<file path="config.mk">
export PLATFORM = sky130hd
export DESIGN_NAME = alu_ctrl_mc
export DESIGN_NICKNAME = d
export VERILOG_FILES = /design/src/rtl/alu_ctrl_mc.sv
export SDC_FILE = /design/constraint.sdc
export NUM_CORES = 1
export LEC_CHECK = 0
export CAP_MARGIN = 20
export CELL_PAD_IN_SITES_DETAIL_PLACEMENT = 2
export CELL_PAD_IN_SITES_GLOBAL_PLACEMENT = 2
export CORE_MARGIN = 5
export CORE_UTILIZATION = 22
export DETAILED_ROUTE_END_ITERATION = 6
export GPL_TIMING_DRIVEN = 0
export PLACE_DENSITY = 0.72
export SYNTH_ARGS = -nofsm -noshare
export SYNTH_HDL_FRONTEND = slang
export SYNTH_SLANG_ARGS = --single-unit
</file>
<file path="constraint.sdc">
create_clock -name clk_i -period 1.7 [get_ports clk_i]
set_input_delay 0.255 -clock clk_i [delete_from_list [all_inputs] [get_ports clk_i]]
set_output_delay 0.255 -clock clk_i [all_outputs]
set_load 0.05 [all_outputs]
</file>
<file path="src/rtl/alu_ctrl_mc.sv">
`default_nettype none
// ============================================================================
// Module   : alu_ctrl_mc
// Purpose  : EX-stage ALU controller. Decodes ALUOp/funct to an ALU op code,
//            flags jr and undefined encodings, and sequences an iterative
//            multiplier by stalling the pipeline and gating write-back until
//            the product is ready.
// Ports    : clk_i          - clock, rising edge
//            rst_i          - synchronous active-high reset
//            valid_i        - an instruction occupies EX this cycle
//            funct_i[5:0]   - R-type funct field
//            ALUOp_i[2:0]   - ALUOp from the main decoder
//            flush_i        - abort any in-flight multi-cycle op
//            ALUCtrl_o      - ALU op code (CTRL_W bits, codes in low 4 bits)
//            IndirectJump_o - jr in EX: PC <- rs
//            stall_o        - freeze PC/IF/ID/EX registers this cycle
//            wb_en_o        - ALU result may be written back this cycle
//            illegal_o      - undefined encoding while valid_i
// Revision : 1.0 - initial release
// ============================================================================
module alu_ctrl_mc #(
  parameter int CTRL_W     = 4,
  parameter int MUL_CYCLES = 4,
  parameter int ENABLE_MUL = 1
) (
  input  logic              clk_i,
  input  logic              rst_i,
  input  logic              valid_i,
  input  logic [5:0]        funct_i,
  input  logic [2:0]        ALUOp_i,
  input  logic              flush_i,
  output logic [CTRL_W-1:0] ALUCtrl_o,
  output logic              IndirectJump_o,
  output logic              stall_o,
  output logic              wb_en_o,
  output logic              illegal_o
);

  localparam int CW = $clog2(MUL_CYCLES) + 1;
  // First BUSY cycle already counts toward the latency, hence the -2.
  localparam logic [CW-1:0] C_CNT_INIT = (MUL_CYCLES > 1) ? CW'(MUL_CYCLES - 2) : '0;
  localparam logic [CW-1:0] C_CNT_ONE  = CW'(1);
  localparam logic [3:0]    C_OP_MUL   = 4'b0011;
  localparam bit            C_MULTI    = (MUL_CYCLES > 1);

  typedef enum logic [0:0] {
    S_IDLE = 1'b0,
    S_BUSY = 1'b1
  } state_t;

  state_t            state_q, state_d;
  logic [CW-1:0]     cnt_q, cnt_d;
  logic [CTRL_W-1:0] op_q, op_d;

  // Combinational decode results
  logic [3:0] w_code;
  logic       w_legal;
  logic       w_jr;
  logic       w_mul;

  always_comb begin
    w_code  = 4'b0000;
    w_legal = 1'b0;
    w_jr    = 1'b0;
    w_mul   = 1'b0;
    case (ALUOp_i)
      3'b000: begin w_code = 4'b0010; w_legal = 1'b1; end
      3'b001: begin w_code = 4'b0110; w_legal = 1'b1; end
      3'b011: begin w_code = 4'b0001; w_legal = 1'b1; end
      3'b100: begin w_code = 4'b0111; w_legal = 1'b1; end
      3'b101: begin w_code = 4'b0000; w_legal = 1'b1; end
      3'b010: begin
        case (funct_i)
          6'b100000: begin w_code = 4'b0010; w_legal = 1'b1; end
          6'b100010: begin w_code = 4'b0110; w_legal = 1'b1; end
          6'b100100: begin w_code = 4'b0000; w_legal = 1'b1; end
          6'b100101: begin w_code = 4'b0001; w_legal = 1'b1; end
          6'b101010: begin w_code = 4'b0111; w_legal = 1'b1; end
          6'b000000: begin w_code = 4'b1000; w_legal = 1'b1; end
          6'b000100: begin w_code = 4'b1010; w_legal = 1'b1; end
          6'b000010: begin w_code = 4'b1001; w_legal = 1'b1; end
          6'b000110: begin w_code = 4'b1011; w_legal = 1'b1; end
          6'b001000: begin w_code = 4'b0010; w_legal = 1'b1; w_jr = 1'b1; end
          6'b011000: begin
            if (ENABLE_MUL != 0) begin
              w_code  = C_OP_MUL;
              w_legal = 1'b1;
              w_mul   = 1'b1;
            end
          end
          default: ;
        endcase
      end
      default: ;
    endcase
  end

  // Next-state and outputs
  always_comb begin
    state_d        = state_q;
    cnt_d          = cnt_q;
    op_d           = op_q;
    ALUCtrl_o      = '0;
    IndirectJump_o = 1'b0;
    stall_o        = 1'b0;
    wb_en_o        = 1'b0;
    illegal_o      = 1'b0;

    if (rst_i) begin
      // Outputs held at zero; the register block applies the reset values.
    end else if (state_q == S_IDLE) begin
      ALUCtrl_o      = w_legal ? CTRL_W'(w_code) : '0;
      illegal_o      = valid_i & ~w_legal;
      IndirectJump_o = valid_i & w_jr;
      if (valid_i && w_mul && C_MULTI && !flush_i) begin
        stall_o = 1'b1;
        op_d    = CTRL_W'(w_code);
        cnt_d   = C_CNT_INIT;
        state_d = S_BUSY;
      end else begin
        // A MUL with MUL_CYCLES==1 falls through here as a single-cycle op.
        wb_en_o = valid_i & w_legal & ~w_jr & ~flush_i & ~(w_mul & C_MULTI);
      end
    end else begin
      ALUCtrl_o = op_q;
      if (flush_i) begin
        cnt_d   = '0;
        state_d = S_IDLE;
      end else if (cnt_q != '0) begin
        stall_o = 1'b1;
        cnt_d   = cnt_q - C_CNT_ONE;
      end else begin
        wb_en_o = 1'b1;
        state_d = S_IDLE;
      end
    end
  end

  always_ff @(posedge clk_i) begin
    if (rst_i) begin
      state_q <= S_IDLE;
      cnt_q   <= '0;
      op_q    <= '0;
    end else begin
      state_q <= state_d;
      cnt_q   <= cnt_d;
      op_q    <= op_d;
    end
  end

endmodule
`default_nettype wire
</file>
==> summary.txt <==
Kind of start point of the critical path - input port
Tmin final - 1.925 ns
Fin util - 43.64%
Global-route wire length before repair - 4547 um
Die height - 66.08 um
Maximum VDD drop - 0.3130 mV
Critical Path Sink Type - output pin
Worst Clk Skew - 0.002854 ns
Area Overhead vs Synth - 90.96%
# setup viols final - 8
Setup TNS - -1.176 ns
Via count of the first global-routing pass - 910
Clock root buffer - clkbuf_4
Cell Area, Synth - 691.9 sq um
Final WL - 2940 um
Comb pwr share - 34.6%
Status - finished, violations left
Max Slew Vio Count - 0
Largest net degree at the start of global routing - 11
Asr flop ratio synth - 0%
Fmax - 519.5 MHz
Leakage power - 0.5374 nW
Post-synthesis sequential area ratio - 23.15%
H-tree levels - 1
Final net count - 151
Worst rel slew slack - 73.04%
Detailed-route DRC error count - 0
Port Buffers - 20
Initial Util - 22.85%
CTS tree - built
Diode count - 0
Post-DRT Antenna Nets - 0
#FFs+latches synth - 8
GRT Total Usage - 13.43%
Top-Level Pins - 21
R2r setup slk - 0.28 ns
Worst-path maximum fanout - 3
Switching share of power - 33.92%
Mapped Cells - 94
Syn Nets - 109
Worst-case clock buffer depth - 2
RePlAce Congestion - 0.7286
DRT iter0 DRCs - 23
Clk pin slew, worst setup/hold paths - 0.05 ns
Clk sink count - 8
Initial antenna violation count - 0
GRT Residual Overflow - 0
Critical Path RT - 1.44 ns
Cell variety after synth - 35
Hold Violations, Final - 0
Tightest Hold Check Type - flop to flop
Pwr/cell area - 393.8 mW/mm^2
Internal power - 0.0003439 W
Vias per cell - 5.000
Clk pwr share - 29.6%
Layout cells sized above 1 - 55.22%
Fill cell count - 338
Worst EP arrival - 1.67 ns
Fin worst setup slack - -0.2249 ns
Clk_lat worst skew - 0.26 ns
Largest area contributor in the netlist - dfxtp_1
Unrepaired setup endpoints after global routing - true
Ys Warns - 0
CP Class - input port to output pin
Switching power - 0.0001765 W
Hold-fix buffers at CTS - 0
Post-synth top area share - 23.15%
Die area - 0.004367 sq mm
Core area - 0.003028 sq mm
Number of flops mapped to enable cells by yosys - 0
Row cnt - 20
Worst-margin pin slew - 0.4036 ns
Final worst-path cycle share - 113.2%
Total power - 0.0005204 W
CTS buffer count - 3
Top_reg_cell synth - dfxtp_1
Average cell area after synthesis - 7.361 sq um
Failing checks - setup timing
Routed via count - 890
Wire length per cell - 16.52 um
Die W - 66.08 um
Ranking of synthesized cells by area - dfxtp_1 23%, nor2b_1 6.3%, a21oi_1 5.8%
Dpl hpwl - 1860 um
Reg power frac - 35.7%
First-pass DRT Iterations - 2
Number of max-cap violations - 0
==> per-stage QoR <==
stage                     hold WS (ns)  std cells  cell area [sq um]  worst slack, ns
after floorplan                 0.4313         94              775.7          -0.1262
after global placement          0.4470        158               1031           -1.547
after detailed placement        0.4526        158               1031           -1.571
after CTS                       0.4609        168               1200          -0.2559
after global routing            0.5017        178               1321          -0.2578
final                           0.4648        178               1321          -0.2249
==> cell type report <==
cell class              count  area, sq um  share of cell area [%]
inverters                   5        18.77                   1.420
repair buffers             38        342.8                   25.95
plain buffers               2        20.02                   1.515
multi-input cells          78        695.7                   52.65
flip-flops and latches      8        166.4                   12.59
well taps                  44        55.05                   4.167
clock buffers               3        22.52                   1.705
==> synthesized netlist by cell type (2+ instances only) <==
| library cell | number |
|---|---|
| and3b_1 | 2 |
| a211o_1 | 2 |
| dfxtp_1 | 8 |
| nor2b_1 | 7 |
| nand3_1 | 3 |
| nor2_1 | 6 |
| o21ai_0 | 3 |
| nor4_1 | 2 |
| ha_1 | 2 |
| a211oi_1 | 3 |
| inv_1 | 5 |
| clkbuf_1 | 3 |
| nand2b_1 | 4 |
| and3_1 | 2 |
| nor3_1 | 5 |
| a21oi_1 | 8 |
| nand2_1 | 8 |
| o31ai_1 | 2 |
| nor3b_1 | 3 |
==> registers in the layout, summed over array words and instances (netlist names) <==
| signal | cells |
|---|---|
| state_q | 1 |
| cnt_q | 3 |
| op_q | 4 |
==> final timing paths <==
path	from	endpoint	depth (start not counted)
max reg2reg	cnt_q[1]	cnt_q[1]	7
min	op_q[0]	op_q[0]	2
max	funct_i[1]	stall_o	6
min reg2reg	op_q[0]	op_q[0]	2
==> worst max-delay path, cell delays in order <==
cell	delay, ns
buf_8	0.09
or4b_4	0.57
and4bb_4	0.36
nand2b_4	0.07
a21oi_4	0.15
buf_6	0.17
==> power by group through the flow <==
stage / sequential [W] / clock, W / combinational (W)
after floorplan: 0.000192 / 0 / 0.0000789
after global routing: 0.000186 / 0.000177 / 0.000192
after CTS: 0.000187 / 0.000164 / 0.000169
after global placement: 0.000192 / 0 / 0.000149
after detailed placement: 0.000192 / 0 / 0.000153
final: 0.000186 / 0.000154 / 0.000180
==> layer usage <==
layer	GRT usage (%)	vias to the layer above	routed length (um)
met1	17.29	437	1301
met4	5.330	0	57
li1	-	433	-
met2	22.30	15	1506
met5	0	-	0
met3	1.871	5	76
==> what timing repair did <==
item	in CTS	in global routing
buffers inserted	8	10
setup endpoints to repair	16	9
gates resized for setup	129	18
pin swaps	11	7
==> placed cells by master, fill, tap and decap left out, drive strengths merged, types with 2 or more instances in the layout <==
cell type | netlist | final
dlygate4sd2 | 0 | 2
and3b | 2 | 2
nand2 | 8 | 8
nor2 | 6 | 6
nor4 | 2 | 2
nor3 | 5 | 5
and3 | 2 | 2
dfxtp | 8 | 8
a211o | 2 | 2
buf | 0 | 35
nor2b | 7 | 7
inv | 5 | 5
o31ai | 2 | 2
clkbuf | 3 | 4
a211oi | 3 | 3
ha | 2 | 2
nand2b | 4 | 4
nand3 | 3 | 3
o21ai | 3 | 3
a21oi | 8 | 8
nor3b | 3 | 3
==> logic make-up after synthesis <==
group	Yosys count	share of synthesized area, %
AOI/OAI and AO/OA	28	28.21
buffers and inverters	8	4.340
and+or+nand+nor	48	40.69
DFF	8	23.15
adders and majority gates	2	3.616
Note: power is estimated with default switching activity, not from simulation.
